**src/rtl/adc_model_pkg.sv**
```systemverilog
// Shared constants, FSM state type and LFSR step for the ADC128S052 responder.
package adc_model_pkg;

  localparam int ADC_CHANNELS    = 8;
  localparam int ADC_BITS        = 12;
  localparam int ADDR_BITS       = 3;
  localparam int FRAME_BITS      = 16;
  localparam int ADDR_FIRST_EDGE = 2;

  typedef enum logic [1:0] {
    IDLE   = 2'd0,
    ACTIVE = 2'd1,
    DONE   = 2'd2
  } adc_model_state_t;

  localparam logic [15:0] LFSR_SEED = 16'hACE1;
  // Right-shifting Galois form of x^16 + x^14 + x^13 + x^11 + 1
  localparam logic [15:0] LFSR_TAPS = 16'hB400;

  function automatic logic [15:0] lfsr_next(input logic [15:0] v);
    if (v[0]) begin
      lfsr_next = (v >> 1) ^ LFSR_TAPS;
    end else begin
      lfsr_next = v >> 1;
    end
  endfunction

endpackage

```
**src/rtl/sync_edge_det.sv**
```systemverilog
// Multi-flop synchronizer for an asynchronous level, with single-clk rise/fall pulses
// derived from the synchronized copy.
module sync_edge_det #(
  parameter int SYNC_STAGES = 2
) (
  input  logic clk,
  input  logic rst_n,
  input  logic i_async,
  output logic o_rise,
  output logic o_fall
);

  logic [SYNC_STAGES-1:0] r_sync;
  logic                   r_prev;
  logic                   w_sync;

  assign w_sync = r_sync[SYNC_STAGES-1];

  // synchronizer chain plus one delayed copy for edge detection
  always_ff @(posedge clk or negedge rst_n) begin
    if (!rst_n) begin
      r_sync <= {SYNC_STAGES{1'b0}};
      r_prev <= 1'b0;
    end else begin
      r_sync <= {r_sync[SYNC_STAGES-2:0], i_async};
      r_prev <= w_sync;
    end
  end

  assign o_rise = w_sync & ~r_prev;
  assign o_fall = ~w_sync & r_prev;

endmodule

```
**src/rtl/adc128s052_responder.sv**
```systemverilog
// Slave-side ADC128S052 model: returns ch[conv_addr] over dout, captures the next address from din.
// Optional build macro ADC_MODEL_NOISE_EN perturbs the low NOISE_BITS of each loaded sample.
module adc128s052_responder
  import adc_model_pkg::*;
#(
  parameter int SYNC_STAGES = 2,
  parameter int NOISE_BITS  = 2
) (
  input  logic                             clk,
  input  logic                             rst_n,
  input  logic                             cs,
  input  logic                             sclk,
  input  logic                             din_bit,
  input  logic [ADC_CHANNELS*ADC_BITS-1:0] ch_data,
  output logic                             dout_bit,
  output logic                             frame_done,
  output logic                             frame_err,
  output logic [ADDR_BITS-1:0]             conv_addr,
  output logic [15:0]                      frame_cnt
);

  localparam logic [ADC_BITS-1:0] NOISE_MASK = ADC_BITS'((1 << NOISE_BITS) - 1);

  logic                   w_cs_rise;
  logic                   w_cs_fall;
  logic                   w_sclk_rise;
  logic                   w_sclk_fall;
  logic                   w_din;
  logic [ADC_BITS-1:0]    w_ch_sel;
  logic [ADC_BITS-1:0]    w_noise;
  logic [ADC_BITS-1:0]    w_load;

  logic [SYNC_STAGES-1:0] r_din_sync;
  adc_model_state_t       r_state;
  logic [4:0]             r_bit_cnt;
  // Holds result bits 14..0; bit 15 is always 0 and is driven directly at load
  logic [FRAME_BITS-2:0]  r_dout_sr;
  logic [ADDR_BITS-1:0]   r_addr_sr;
  logic                   r_dout_bit;
  logic                   r_frame_done;
  logic                   r_frame_err;
  logic [ADDR_BITS-1:0]   r_conv_addr;
  logic [15:0]            r_frame_cnt;

  sync_edge_det #(.SYNC_STAGES(SYNC_STAGES)) u_cs_sync (
    .clk    (clk),
    .rst_n  (rst_n),
    .i_async(cs),
    .o_rise (w_cs_rise),
    .o_fall (w_cs_fall)
  );

  sync_edge_det #(.SYNC_STAGES(SYNC_STAGES)) u_sclk_sync (
    .clk    (clk),
    .rst_n  (rst_n),
    .i_async(sclk),
    .o_rise (w_sclk_rise),
    .o_fall (w_sclk_fall)
  );

  // din only needs a level; same depth keeps it aligned with the sclk rise pulse
  always_ff @(posedge clk or negedge rst_n) begin
    if (!rst_n) begin
      r_din_sync <= {SYNC_STAGES{1'b0}};
    end else begin
      r_din_sync <= {r_din_sync[SYNC_STAGES-2:0], din_bit};
    end
  end

  assign w_din    = r_din_sync[SYNC_STAGES-1];
  assign w_ch_sel = ch_data[int'(r_conv_addr)*ADC_BITS +: ADC_BITS];

`ifdef ADC_MODEL_NOISE_EN
  logic [15:0] r_lfsr;

  // LFSR steps once per frame load
  always_ff @(posedge clk or negedge rst_n) begin
    if (!rst_n) begin
      r_lfsr <= LFSR_SEED;
    end else if ((r_state == IDLE) && w_cs_rise) begin
      r_lfsr <= lfsr_next(r_lfsr);
    end else begin
      r_lfsr <= r_lfsr;
    end
  end

  assign w_noise = r_lfsr[ADC_BITS-1:0];
`else
  assign w_noise = {ADC_BITS{1'b0}};
`endif

  assign w_load = w_ch_sel ^ (w_noise & NOISE_MASK);

  // Frame FSM: load on cs rise, count/sample on sclk rise, shift on sclk fall
  always_ff @(posedge clk or negedge rst_n) begin
    if (!rst_n) begin
      r_state      <= IDLE;
      r_bit_cnt    <= 5'd0;
      r_dout_sr    <= {(FRAME_BITS-1){1'b0}};
      r_addr_sr    <= {ADDR_BITS{1'b0}};
      r_dout_bit   <= 1'b0;
      r_frame_done <= 1'b0;
      r_frame_err  <= 1'b0;
      r_conv_addr  <= {ADDR_BITS{1'b0}};
      r_frame_cnt  <= 16'd0;
    end else begin
      r_frame_done <= 1'b0;
      r_frame_err  <= 1'b0;
      case (r_state)
        IDLE: begin
          r_dout_bit <= 1'b0;
          if (w_cs_rise) begin
            r_dout_sr <= {3'b000, w_load};
            r_bit_cnt <= 5'd0;
            r_state   <= ACTIVE;
          end else begin
            r_state <= IDLE;
          end
        end
        ACTIVE: begin
          if (w_sclk_rise && (r_bit_cnt == 5'(FRAME_BITS - 1))) begin
            // A cs fall in the same clk still completes the frame
            r_bit_cnt    <= 5'(FRAME_BITS);
            r_frame_done <= 1'b1;
            r_conv_addr  <= r_addr_sr;
            r_frame_cnt  <= r_frame_cnt + 16'd1;
            r_dout_bit   <= 1'b0;
            r_state      <= w_cs_fall ? IDLE : DONE;
          end else if (w_cs_fall) begin
            r_frame_err <= 1'b1;
            r_dout_bit  <= 1'b0;
            r_state     <= IDLE;
          end else if (w_sclk_rise) begin
            if (r_bit_cnt < 5'(FRAME_BITS)) begin
              r_bit_cnt <= r_bit_cnt + 5'd1;
            end else begin
              r_bit_cnt <= r_bit_cnt;
            end
            if ((r_bit_cnt >= 5'(ADDR_FIRST_EDGE)) &&
                (r_bit_cnt < 5'(ADDR_FIRST_EDGE + ADDR_BITS))) begin
              r_addr_sr <= {r_addr_sr[ADDR_BITS-2:0], w_din};
            end else begin
              r_addr_sr <= r_addr_sr;
            end
          end else if (w_sclk_fall) begin
            r_dout_bit <= r_dout_sr[FRAME_BITS-2];
            r_dout_sr  <= {r_dout_sr[FRAME_BITS-3:0], 1'b0};
          end else begin
            r_state <= ACTIVE;
          end
        end
        DONE: begin
          r_dout_bit <= 1'b0;
          if (w_cs_fall) begin
            r_state <= IDLE;
          end else begin
            r_state <= DONE;
          end
        end
        default: begin
          r_dout_bit <= 1'b0;
          r_state    <= IDLE;
        end
      endcase
    end
  end

  assign dout_bit   = r_dout_bit;
  assign frame_done = r_frame_done;
  assign frame_err  = r_frame_err;
  assign conv_addr  = r_conv_addr;
  assign frame_cnt  = r_frame_cnt;

endmodule

```
**config.mk**
```make
export PLATFORM = sky130hd
export DESIGN_NAME = adc128s052_responder
export DESIGN_NICKNAME = d
export VERILOG_FILES = /design/src/rtl/adc_model_pkg.sv /design/src/rtl/sync_edge_det.sv /design/src/rtl/adc128s052_responder.sv
export SDC_FILE = /design/constraint.sdc
export NUM_CORES = 1
export LEC_CHECK = 0
export BUFFER_PORTS_ARGS = -buffer_cell sky130_fd_sc_hd__buf_2
export CAP_MARGIN = 20
export CORE_MARGIN = 2
export CORE_UTILIZATION = 40
export DETAILED_ROUTE_END_ITERATION = 8
export PLACE_DENSITY = 0.67
export SETUP_SLACK_MARGIN = 0.5
export SLEW_MARGIN = 5
export SYNTH_ARGS = -nofsm -noshare
export SYNTH_HDL_FRONTEND = slang
export SYNTH_HIERARCHICAL = 1
export SYNTH_SLANG_ARGS = --single-unit
```
**constraint.sdc**
```tcl
create_clock -name clk -period 2.4 [get_ports clk]
set_input_delay 0.48 -clock clk [delete_from_list [all_inputs] [get_ports clk]]
set_output_delay 0.48 -clock clk [all_outputs]
set_load 0.01 [all_outputs]
```
==> results of run 1 <==
[layout make-up]
class / instances / area [sq um]
clock buffer: 6 / 82.6
clock inverter: 2 / 35.0
fill: 705 / 3530
inverter: 7 / 26.3
multi-input combinational: 177 / 1760
sequential: 55 / 1380
tap: 102 / 128
timing repair buffer: 140 / 754
[per-stage QoR]
step	instances	hold slack (ns)
after detailed placement	472	0.337
after global routing	489	0.192
final	489	0.141
after global placement	472	0.342
after CTS	482	0.158
after floorplan	252	0.184
[kinds of logic (layout without fill, tap and decap cells)]
group                      after synthesis  after routing
AOI/OAI and AO/OA                       46             46
xor gates and xnor gates                17             17
adders and majority gates                3              3
buffers and inverters                   20            155
DFF                                     55             55
muxes                                   34             34
and+or+nand+nor                         77             77
[layer usage]
| layer | up-vias | global-route usage | share of wire |
|---|---|---|---|
| met2 | 70 | 0.308 | 0.50 |
| met5 | - | 0 | 0 |
| li1 | 1231 | - | - |
| met4 | 0 | 0.0551 | 0.015 |
| met3 | 14 | 0.0317 | 0.036 |
| met1 | 1310 | 0.262 | 0.45 |
[flip-flops by register name, indices dropped and copies added (netlist names)]
register            count
conv_addr               3
u_sclk_sync/r_prev      1
r_din_sync              2
r_state                 2
u_cs_sync/r_prev        1
dout_bit                1
r_addr_sr               3
r_bit_cnt               5
frame_done              1
u_sclk_sync/r_sync      2
u_cs_sync/r_sync        2
frame_err               1
frame_cnt              16
r_dout_sr              15
[worst paths after layout]
check                                            to  slack (ns)  cells past startpoint
worst max register to register         r_addr_sr[2]        0.50                      7
worst min register to register        r_din_sync[1]        0.36                      0
worst max-delay path                   r_addr_sr[2]        0.50                      7
worst min-delay path                  r_dout_sr[12]        0.14                      1
min in group clk                u_cs_sync/r_sync[0]        0.27                      1
max in group asynchronous              conv_addr[1]        1.59                      2
[where the power goes]
group | switching, uW | internal (uW)
combinational | 222 | 332
sequential | 126 | 1060
clock | 297 | 338
[repair_timing]
action	4_1_cts	5_1_grt
pin swaps	2	2
endpoints found under the setup margin	27	17
gates resized for setup	13	10
hold buffers	0	0
cloned	0	1
buffers inserted	2	6
[cells in the final DEF, fill, tap and decap left out, types with 2 or more instances in the layout]
cell      synthesis  routed
a211oi_1          3       3
a21o_1            5       5
a221o_1           8       8
a22o_1           16      16
and2b_2           3       3
and3_1            6       4
and3_4            0       2
buf_2             5     123
buf_4             0      15
clkbuf_8          0       6
dfrtp_1          55      53
dfrtp_2           0       2
ha_4              0       2
inv_1             6       5
mux2_2            2       2
mux2_4            0       2
mux2i_1           6       6
mux4_1           11      11
mux4_2           13      13
nand2_1          27      26
nand2b_1          3       3
nand3_1           8       8
nand3b_1          2       2
nand4_1           3       3
nor2_1           12       9
nor2_2            2       3
nor2_4            0       2
nor2b_1           2       2
o21ai_0           7       6
xnor2_1          14      14
xor2_1            3       3
[cells in the mapped netlist, types with 7 or more instances]
| cell type | count |
|---|---|
| dfrtp_1 | 55 |
| nand2_1 | 27 |
| a22o_1 | 16 |
| xnor2_1 | 14 |
| mux4_2 | 13 |
| nor2_1 | 12 |
| mux4_1 | 11 |
| a221o_1 | 8 |
| nand3_1 | 8 |
| o21ai_0 | 7 |
[worst reg2reg max path: cells and delay by family, from the launching register on]
family                     cells  cell delay (ns)
buffers and inverters          1             0.06
and+or+nand+nor                3             0.66
muxes                          1             0.31
DFF                            1             0.43
adders and majority gates      2             0.35
==> metrics.txt, run 1 <==
CTS buffer count 5; Synth area leaders dfrtp_1 44%, mux4_2 9.3%, mux4_1 9.2%, a22o_1 4.4%, xnor2_1 3.9%; DRC errors left 0; Cell Area, Placed 3890 sq um; vias in the first global route 2,742; crit end category register; Yosys reg bits 55; root buffer cell clkbuf_8; max cap viols 0; CP Class register to register; Synth Area in Compound Gates 0.123; Worst Setup SP r_bit_cnt[1]; CP max stage cell dfrtp_1; Mapped Avg Cell Area 12.5 sq um; critical path data required time 2.60 ns; GR Util All Layers 0.189; Final ANT Viol Nets 0; fraction of registers with async set/reset 1.00; Slew @ Worst Pin 0.553 ns; Worst-Skew Late Latency 0.31 ns; Ports 123; mux contribution to synthesized area 0.218; RSZ-0062 raised after global routing yes; post-layout util 0.541; minimum clock period 1.90 ns; Initial Util 0.410; Rel. slew slack 0.631; Vias/cell 5.37; endpoints failing hold 0; synthesized cell area 3150 sq um; Max Fanout on Critical Path 3; reg2reg start r_bit_cnt[1]; Arr. time, crit path 2.10 ns; Worst-path clk slew 0.10 ns; power consumption 2380 uW; clk buf depth 2; Setup WS pre-CTS 0.331 ns; First DRT Iteration DRCs 124; core area 7690 sq um; DP HPWL 6.18 mm; post-route design area 4160 sq um; critical path, cell by cell ha_4, and3_4, ha_4, inv_2, nand2_2, or3_4, mux2_4; WP buf/inv 1; cell leakage power 0.00200 uW; Final period util 0.791; HP Class input port to async pin; pwr dens 571 nW/um^2; area delta synth->final 32.1%; adder-cell area share of the yosys netlist 0.0119; Seq/Total Area, Yosys 0.437; quantity of I/O buffers inserted on ports 122; largest family of logic cells by synthesized area multiplexers; initial antenna violation count 0; Final Setup Violations 0; EDFF count, synth 0; peak supply drop 284 uV; row cnt 32; routed vias 2,625; library cells used by synthesis 45; Max Slew Vio Count 0; CP dominant cell by count ha_4; Top delay family on crit path simple AND/OR/NAND/NOR gates; global route overflow 0; ant diodes 0; CTS tree built; fraction of final layout cells sized beyond drive strength 1 0.483; CTS sink cnt 55; area share of and/or/nand/nor cells after synthesis 0.127; Die X 92.8 um; Worst Skew 0.00647 ns; Final nets 490; status finished clean; Critical Path Start Type register; dominant synthesized flop cell dfrtp_1; final setup margin 0.502 ns; die area 8600 sq um; largest net degree at the start of global routing 27; slowest stage delay, CP 0.43 ns; RePlAce Congestion 0.838; setup_tns 0 ns; f_max 527 MHz; Synth Instances 252; post-synthesis xor/xnor area fraction 0.0473; area share of the largest cell type after synthesis 0.437; syn_nets 356; YS warnings 6; leading area contributor after synthesis dfrtp_1; Die Span Y 92.8 um; Avg WL per Cell 16.4 um; drt total wl 8.03 mm; first-pass GRT wire length 12.9 mm; detailed-router iteration count before antenna repair 4; CTS H-tree lvls 2
(Power assumes the default switching activity.)
==> run 2, diff against run 1 <==
--- a/config.mk
+++ b/config.mk
@@ -5,12 +5,13 @@
 export SDC_FILE = /design/constraint.sdc
 export NUM_CORES = 1
 export LEC_CHECK = 0
+export ABC_AREA = 1
 export BUFFER_PORTS_ARGS = -buffer_cell sky130_fd_sc_hd__buf_2
 export CAP_MARGIN = 20
 export CORE_MARGIN = 2
 export CORE_UTILIZATION = 40
 export DETAILED_ROUTE_END_ITERATION = 8
-export PLACE_DENSITY = 0.67
+export PLACE_DENSITY = 0.66
 export SETUP_SLACK_MARGIN = 0.5
 export SLEW_MARGIN = 5
 export SYNTH_ARGS = -nofsm -noshare
==> constraint.sdc (replaced) <==
create_clock -name clk -period 2 [get_ports clk]
set_input_delay 0.4 -clock clk [delete_from_list [all_inputs] [get_ports clk]]
set_output_delay 0.4 -clock clk [all_outputs]
set_load 0.01 [all_outputs]
==> run 2 against run 1 <==
Compared with the run above: hold slack worse by 0.081 ns; first-iteration DRC count is 120% higher; global-route usage rose by 2.6 points; cell count is 48% higher; power grew 10%.
==> metrics.txt, run 2 <==
status finished clean (unchanged); reg2reg start frame_cnt[0] (was r_bit_cnt[1]); area share of the largest cell type after synthesis 0.407 (was 0.437); Vias/cell 5.01 (was 5.37); critical path data required time 2.25 ns (was 2.60 ns); Cell Area, Placed 4130 sq um (was 3890 sq um); Slew @ Worst Pin 0.524 ns (was 0.553 ns); Rel. slew slack 0.650 (was 0.631); fill count 766 (was 705); peak supply drop 376 uV (was 284 uV); placed cell count 688 (was 472); RSZ-0062 raised after global routing yes (unchanged); FF-to-FF path depth 9 (was 7); First DRT Iteration DRCs 275 (was 124); pwr dens 558 nW/um^2 (was 571 nW/um^2); dominant synthesized flop cell dfrtp_1 (unchanged); Max Slew Vio Count 0 (unchanged); Final nets 720 (was 490); root buffer cell clkbuf_8 (unchanged); Worst-Skew Late Latency 0.31 ns (about the same); final cell count without fillers 722 (was 489); CTS buffer count 5 (unchanged); first-pass GRT wire length 15.7 mm (was 12.9 mm); CTS H-tree lvls 2 (unchanged); Die Span Y 95.9 um (was 92.8 um); DP HPWL 6.76 mm (was 6.18 mm); library cells used by synthesis 28 (was 45); detailed-router iteration count before antenna repair 5 (was 4); ant diodes 0 (unchanged); Final period util 0.911 (was 0.791); Mapped Avg Cell Area 7.13 sq um (was 12.5 sq um); minimum clock period 1.82 ns (was 1.90 ns); clk buf depth 2 (unchanged); endpoints failing hold 0 (unchanged); most frequent cell after synthesis nand2_1 (was dfrtp_1); FF+latch area 1380 sq um (unchanged); CTS tree built (unchanged); Max Fanout on Critical Path 4 (was 3); largest net degree at the start of global routing 45 (was 27); initial antenna violation count 0 (unchanged); GR Util All Layers 0.215 (was 0.189); post-route design area 4690 sq um (was 4160 sq um); Setup WS pre-CTS 0.0180 ns (was 0.331 ns); Final Setup Violations 0 (unchanged); max reg flops 16 (unchanged); core area 8220 sq um (was 7690 sq um); Initial Util 0.411 (was 0.410); row cnt 33 (was 32); r2r setup slk 0.18 ns (was 0.50 ns); CP Class register to register (unchanged); cell leakage power 0.00246 uW (was 0.00200 uW); YS warnings 6 (unchanged); setup_tns 0 ns (unchanged); fraction of final layout cells sized beyond drive strength 1 0.337 (was 0.483); Arr. time, crit path 2.07 ns (was 2.10 ns); RePlAce Congestion 0.882 (was 0.838); HP Class input port to async pin (unchanged); capturing point of the worst reg2reg path frame_cnt[14] (was r_addr_sr[2]); global route overflow 0 (unchanged); Synth area leaders dfrtp_1 41%, nand2_1 11%, nor2_1 8.3%, o21ai_0 6.8%, inv_1 5.9% (was dfrtp_1 44%, mux4_2 9.3%, mux4_1 9.2%, a22o_1 4.4%, xnor2_1 3.9%); Synth Instances 474 (was 252); Avg WL per Cell 13.7 um (was 16.4 um); top cells by count, synth 98 x nand2_1, 75 x nor2_1, 55 x dfrtp_1 (was 55 x dfrtp_1, 27 x nand2_1, 16 x a22o_1); drt total wl 9.89 mm (was 8.03 mm); Worst-path clk slew 0.11 ns (was 0.10 ns); vias in the first global route 3,435 (was 2,742); Critical Path Start Type register (unchanged); Final ANT Viol Nets 0 (unchanged); Die X 95.9 um (was 92.8 um); die area 9200 sq um (was 8600 sq um); crit end category register (unchanged); Worst Skew 0.0140 ns (was 0.00647 ns); syn_nets 578 (was 356); f_max 549 MHz (was 527 MHz); multi-input logic area 1830 sq um (was 1760 sq um); Yosys reg bits 55 (unchanged); max cap viols 0 (unchanged); quantity of I/O buffers inserted on ports 122 (unchanged); DRC errors left 0 (unchanged); most frequent cells in the layout 121 x buf_2, 93 x nand2_1, 69 x nor2_1, 53 x dfrtp_1, 52 x inv_1 (was 123 x buf_2, 53 x dfrtp_1, 26 x nand2_1, 16 x a22o_1, 15 x buf_4); Ports 123 (unchanged); fraction of registers with async set/reset 1.00 (unchanged); routed vias 3,620 (was 2,625); Hold WS 0.0603 ns (was 0.141 ns); most common library cell in the layout ignoring fill and taps buf_2 (unchanged); area delta synth->final 38.9% (was 32.1%); synthesized cell area 3380 sq um (was 3150 sq um); EDFF count, synth 0 (unchanged); Seq/Total Area, Yosys 0.407 (was 0.437); final setup margin 0.178 ns (was 0.502 ns); leading area contributor after synthesis dfrtp_1 (unchanged); CTS sink cnt 55 (unchanged)
run 2: cell count changes after synthesis, sizes merged, moves of 24 or more:
cell / change
inv: +52
mux4: -24
nand2: +79
nand3: +31
nor2: +67
o21ai: +53
run 2: per-layer routing:
metal,part of all wire,wire (um),GRT usage,vias to the layer above
li1,-,-,-,1817
met4,0.0070,69,0.0464,0
met1,0.44,4310,0.282,1680
met2,0.50,4930,0.374,115
met5,0,0,0,-
met3,0.058,578,0.0376,8
run 2: critical path, stage by stage (launching register included):
cell and delay (ns):
dfrtp_1 0.43, ha_1 0.20, nand2_1 0.06, nor2_1 0.28
nand4_1 0.33, nor2_4 0.23, nand2_1 0.07, nand2_1 0.06
nand2_1 0.05, inv_1 0.05
run 2: cell families (layout without fill, tap and decap cells):
logic type	count (synthesis)	after routing	synth area share
simple gates	234	235	0.301
compound gates	91	91	0.155
buf+inv	79	221	0.0940
flops	55	55	0.407
xor+xnor	11	11	0.0285
fa+ha+maj	3	3	0.0111
mux	1	1	0.00333
run 2: worst max path at each step:
stage / from / end / cells after the start
after floorplan: r_bit_cnt[1] / frame_cnt[13] / 11
after global placement: r_bit_cnt[1] / frame_cnt[14] / 11
after detailed placement: r_bit_cnt[1] / frame_cnt[14] / 11
after CTS: r_bit_cnt[1] / frame_cnt[13] / 12
after global routing: r_bit_cnt[0] / frame_cnt[13] / 12
final: frame_cnt[0] / frame_cnt[14] / 9
run 2: timing repair:
item	4_1_cts	5_1_grt
pin swaps	12	8
gates cloned	2	4
setup buffers	8	12
hold buffers	0	0
endpoints found under the setup margin	44	47
resized for setup	22	28
run 2: through the flow:
stage	power (uW)	utilization
floorplan	1710	-
global placement	1910	0.502
detailed placement	1920	0.502
CTS	2590	0.539
global route	2790	0.571
finish	2620	0.571
run 2: area by class of cell:
cell class / instances / share of cell area
Multi-Input combinational cell: 341 / 0.390
Sequential cell: 55 / 0.294
Tap cell: 105 / 0.0280
Clock buffer: 6 / 0.0155
Inverter: 58 / 0.0464
Clock inverter: 2 / 0.00373
Timing Repair Buffer: 155 / 0.223
run 2: where the power goes:
group	leakage, uW	total, uW	internal (uW)	switching [uW]
registers	0.000706	1360	1270	98.5
clock network	0.0000454	615	252	362
logic	0.00171	640	287	353
total	0.00246	2620	1800	813
==> run 3, diff against run 2 <==
--- a/config.mk
+++ b/config.mk
@@ -8,7 +8,6 @@
 export ABC_AREA = 1
 export BUFFER_PORTS_ARGS = -buffer_cell sky130_fd_sc_hd__buf_2
 export CAP_MARGIN = 20
-export CORE_MARGIN = 2
 export CORE_UTILIZATION = 40
 export DETAILED_ROUTE_END_ITERATION = 8
 export PLACE_DENSITY = 0.66
==> run 3 against run 2 <==
Compared with the run above: register-to-register slack got worse by 0.04 ns; power rose by 8.4%; fmax fell by 1.9%; hold slack improved by 0.0065 ns; cell count fell by 0.42%; sequential share of layout area rose by 0.29 points; core utilization fell by 0.28 points; worst setup slack got worse by 0.036 ns; first-iteration DRC count fell by 31%; global-route usage rose by 0.25 points; clock power rose by 39%.
==> metrics.txt, run 3 (synthesis gave the netlist of run 2 again) <==
status finished clean (unchanged); Initial Util 0.413 (was 0.411); Critical Path Start Type register (unchanged); CP Class register to register (unchanged); most frequent cells in the layout 122 x buf_2, 93 x nand2_1, 71 x nor2_1, 53 x dfrtp_1, 51 x inv_1 (was 121 x buf_2, 93 x nand2_1, 69 x nor2_1, 53 x dfrtp_1, 52 x inv_1); max cap viols 0 (unchanged); area delta synth->final 37.5% (was 38.9%); global route overflow 0 (unchanged); Worst Skew 0.00489 ns (was 0.0140 ns); ant diodes 0 (unchanged); Final Setup Violations 0 (unchanged); drt total wl 9.60 mm (was 9.89 mm); CTS sink cnt 55 (unchanged); die area 8820 sq um (was 9200 sq um); Final nets 717 (was 720); row cnt 33 (unchanged); cell leakage power 0.00242 uW (was 0.00246 uW); detailed-router iteration count before antenna repair 4 (was 5); Avg WL per Cell 13.4 um (was 13.7 um); setup_tns 0 ns (unchanged); FF-to-FF path depth 11 (was 9); largest net degree at the start of global routing 56 (was 45); Worst Setup SP r_bit_cnt[0] (was frame_cnt[0]); quantity of I/O buffers inserted on ports 122 (unchanged); reg2reg start r_bit_cnt[0] (was frame_cnt[0]); critical path data required time 2.20 ns (was 2.25 ns); peak supply drop 465 uV (was 376 uV); GR Util All Layers 0.218 (was 0.215); DRC errors left 0 (unchanged); Ports 123 (unchanged); Worst-Skew Late Latency 0.30 ns (was 0.31 ns); fraction of final layout cells sized beyond drive strength 1 0.329 (was 0.337); power consumption 2840 uW (was 2620 uW); DP HPWL 6.43 mm (was 6.76 mm); RePlAce Congestion 0.811 (was 0.882); routed vias 3,560 (was 3,620); CTS Hold Bufs 0 (unchanged); Max Fanout on Critical Path 5 (was 4); minimum clock period 1.86 ns (was 1.82 ns); Slew @ Worst Pin 0.430 ns (was 0.524 ns); Die Span Y 93.9 um (was 95.9 um); Worst-path clk slew 0.10 ns (was 0.11 ns); First DRT Iteration DRCs 190 (was 275); Rel. slew slack 0.713 (was 0.650); Cell Area, Placed 4120 sq um (was 4130 sq um); most common library cell in the layout ignoring fill and taps buf_2 (unchanged); met3 WL 503 um (was 578 um); capturing point of the worst reg2reg path r_bit_cnt[0] (was frame_cnt[14]); Die X 93.9 um (was 95.9 um); Arr. time, crit path 2.06 ns (was 2.07 ns); Final period util 0.929 (was 0.911); CTS buffer count 5 (unchanged); WL met1 4.18 mm (was 4.31 mm); post-layout util 0.569 (was 0.571); RSZ-0062 raised after global routing yes (unchanged); f_max 538 MHz (was 549 MHz); first-pass GRT wire length 15.2 mm (was 15.7 mm); Final ANT Viol Nets 0 (unchanged); post-route design area 4650 sq um (was 4690 sq um); clk buf depth 2 (unchanged); HP Class input port to async pin (unchanged); r2r setup slk 0.14 ns (was 0.18 ns); Max Slew Vio Count 0 (unchanged); initial antenna violation count 0 (unchanged); CTS H-tree lvls 2 (unchanged); highest routed layer met4 (unchanged); CTS tree built (unchanged); root buffer cell clkbuf_8 (unchanged); endpoints failing hold 0 (unchanged); vias in the first global route 3,306 (was 3,435); pwr dens 610 nW/um^2 (was 558 nW/um^2); max reg flops 16 (unchanged); core area 8180 sq um (was 8220 sq um); WL met2 4.79 mm (was 4.93 mm); Vias/cell 4.95 (was 5.01); crit end category register (unchanged)
## run 3: area by class of cell
class,instances,area (sq um)
clock inverters,3,67.6
multi-input cells,341,1810
well taps,105,131
inverters,58,218
fillers,782,3530
flip-flops and latches,55,1380
clock buffers,5,68.8
repair buffers,152,978
## run 3: metrics by stage
step,instances,setup WS [ns],hold slack [ns]
6_report,719,0.142,0.0668
5_1_grt,719,0.0739,0.0892
4_1_cts,708,0.145,0.0872
3_5_place_dp,687,0.0360,0.335
3_3_place_gp,687,0.128,0.333
2_1_floorplan,474,0.317,0.104
## run 3: critical path: stages (launching register included)
cell and delay [ns]:
dfrtp_1 0.42, ha_2 0.21, nand2_2 0.08, nor2_2 0.04, ha_2 0.18, nand2_4 0.08
buf_4 0.14, nand2_4 0.08, o21ai_4 0.27, inv_2 0.11, nand3_1 0.09, o21ai_1 0.07
## run 3: worst max path at each step
stage | depth (start not counted) | to | slack [ns]
final | 11 | r_bit_cnt[0] | 0.14
after global routing | 11 | r_bit_cnt[0] | 0.07
after CTS | 11 | frame_cnt[13] | 0.14
after detailed placement | 11 | frame_cnt[13] | 0.04
after global placement | 11 | frame_cnt[14] | 0.13
after floorplan | 11 | frame_cnt[13] | 0.32
## run 3: power by group
part	total (uW)	internal, uW	switching [uW]	leakage (uW)
Sequential	1360	1270	95.9	0.000706
Combinational	622	277	345	0.00165
Clock	854	499	355	0.0000644
Total	2840	2040	796	0.00242
## run 3: metal layers
layer | up-vias | track usage
met5 | - | 0
met2 | 94 | 0.389
met1 | 1646 | 0.277
li1 | 1808 | -
met4 | 0 | 0.0500
met3 | 12 | 0.0307
## run 3: what timing repair did
| action | in CTS | in global routing |
|---|---|---|
| buffers inserted | 12 | 7 |
| gates cloned | 1 | 4 |
| setup endpoints to repair | 44 | 45 |
| resized for setup | 24 | 18 |
| pin swaps | 19 | 17 |
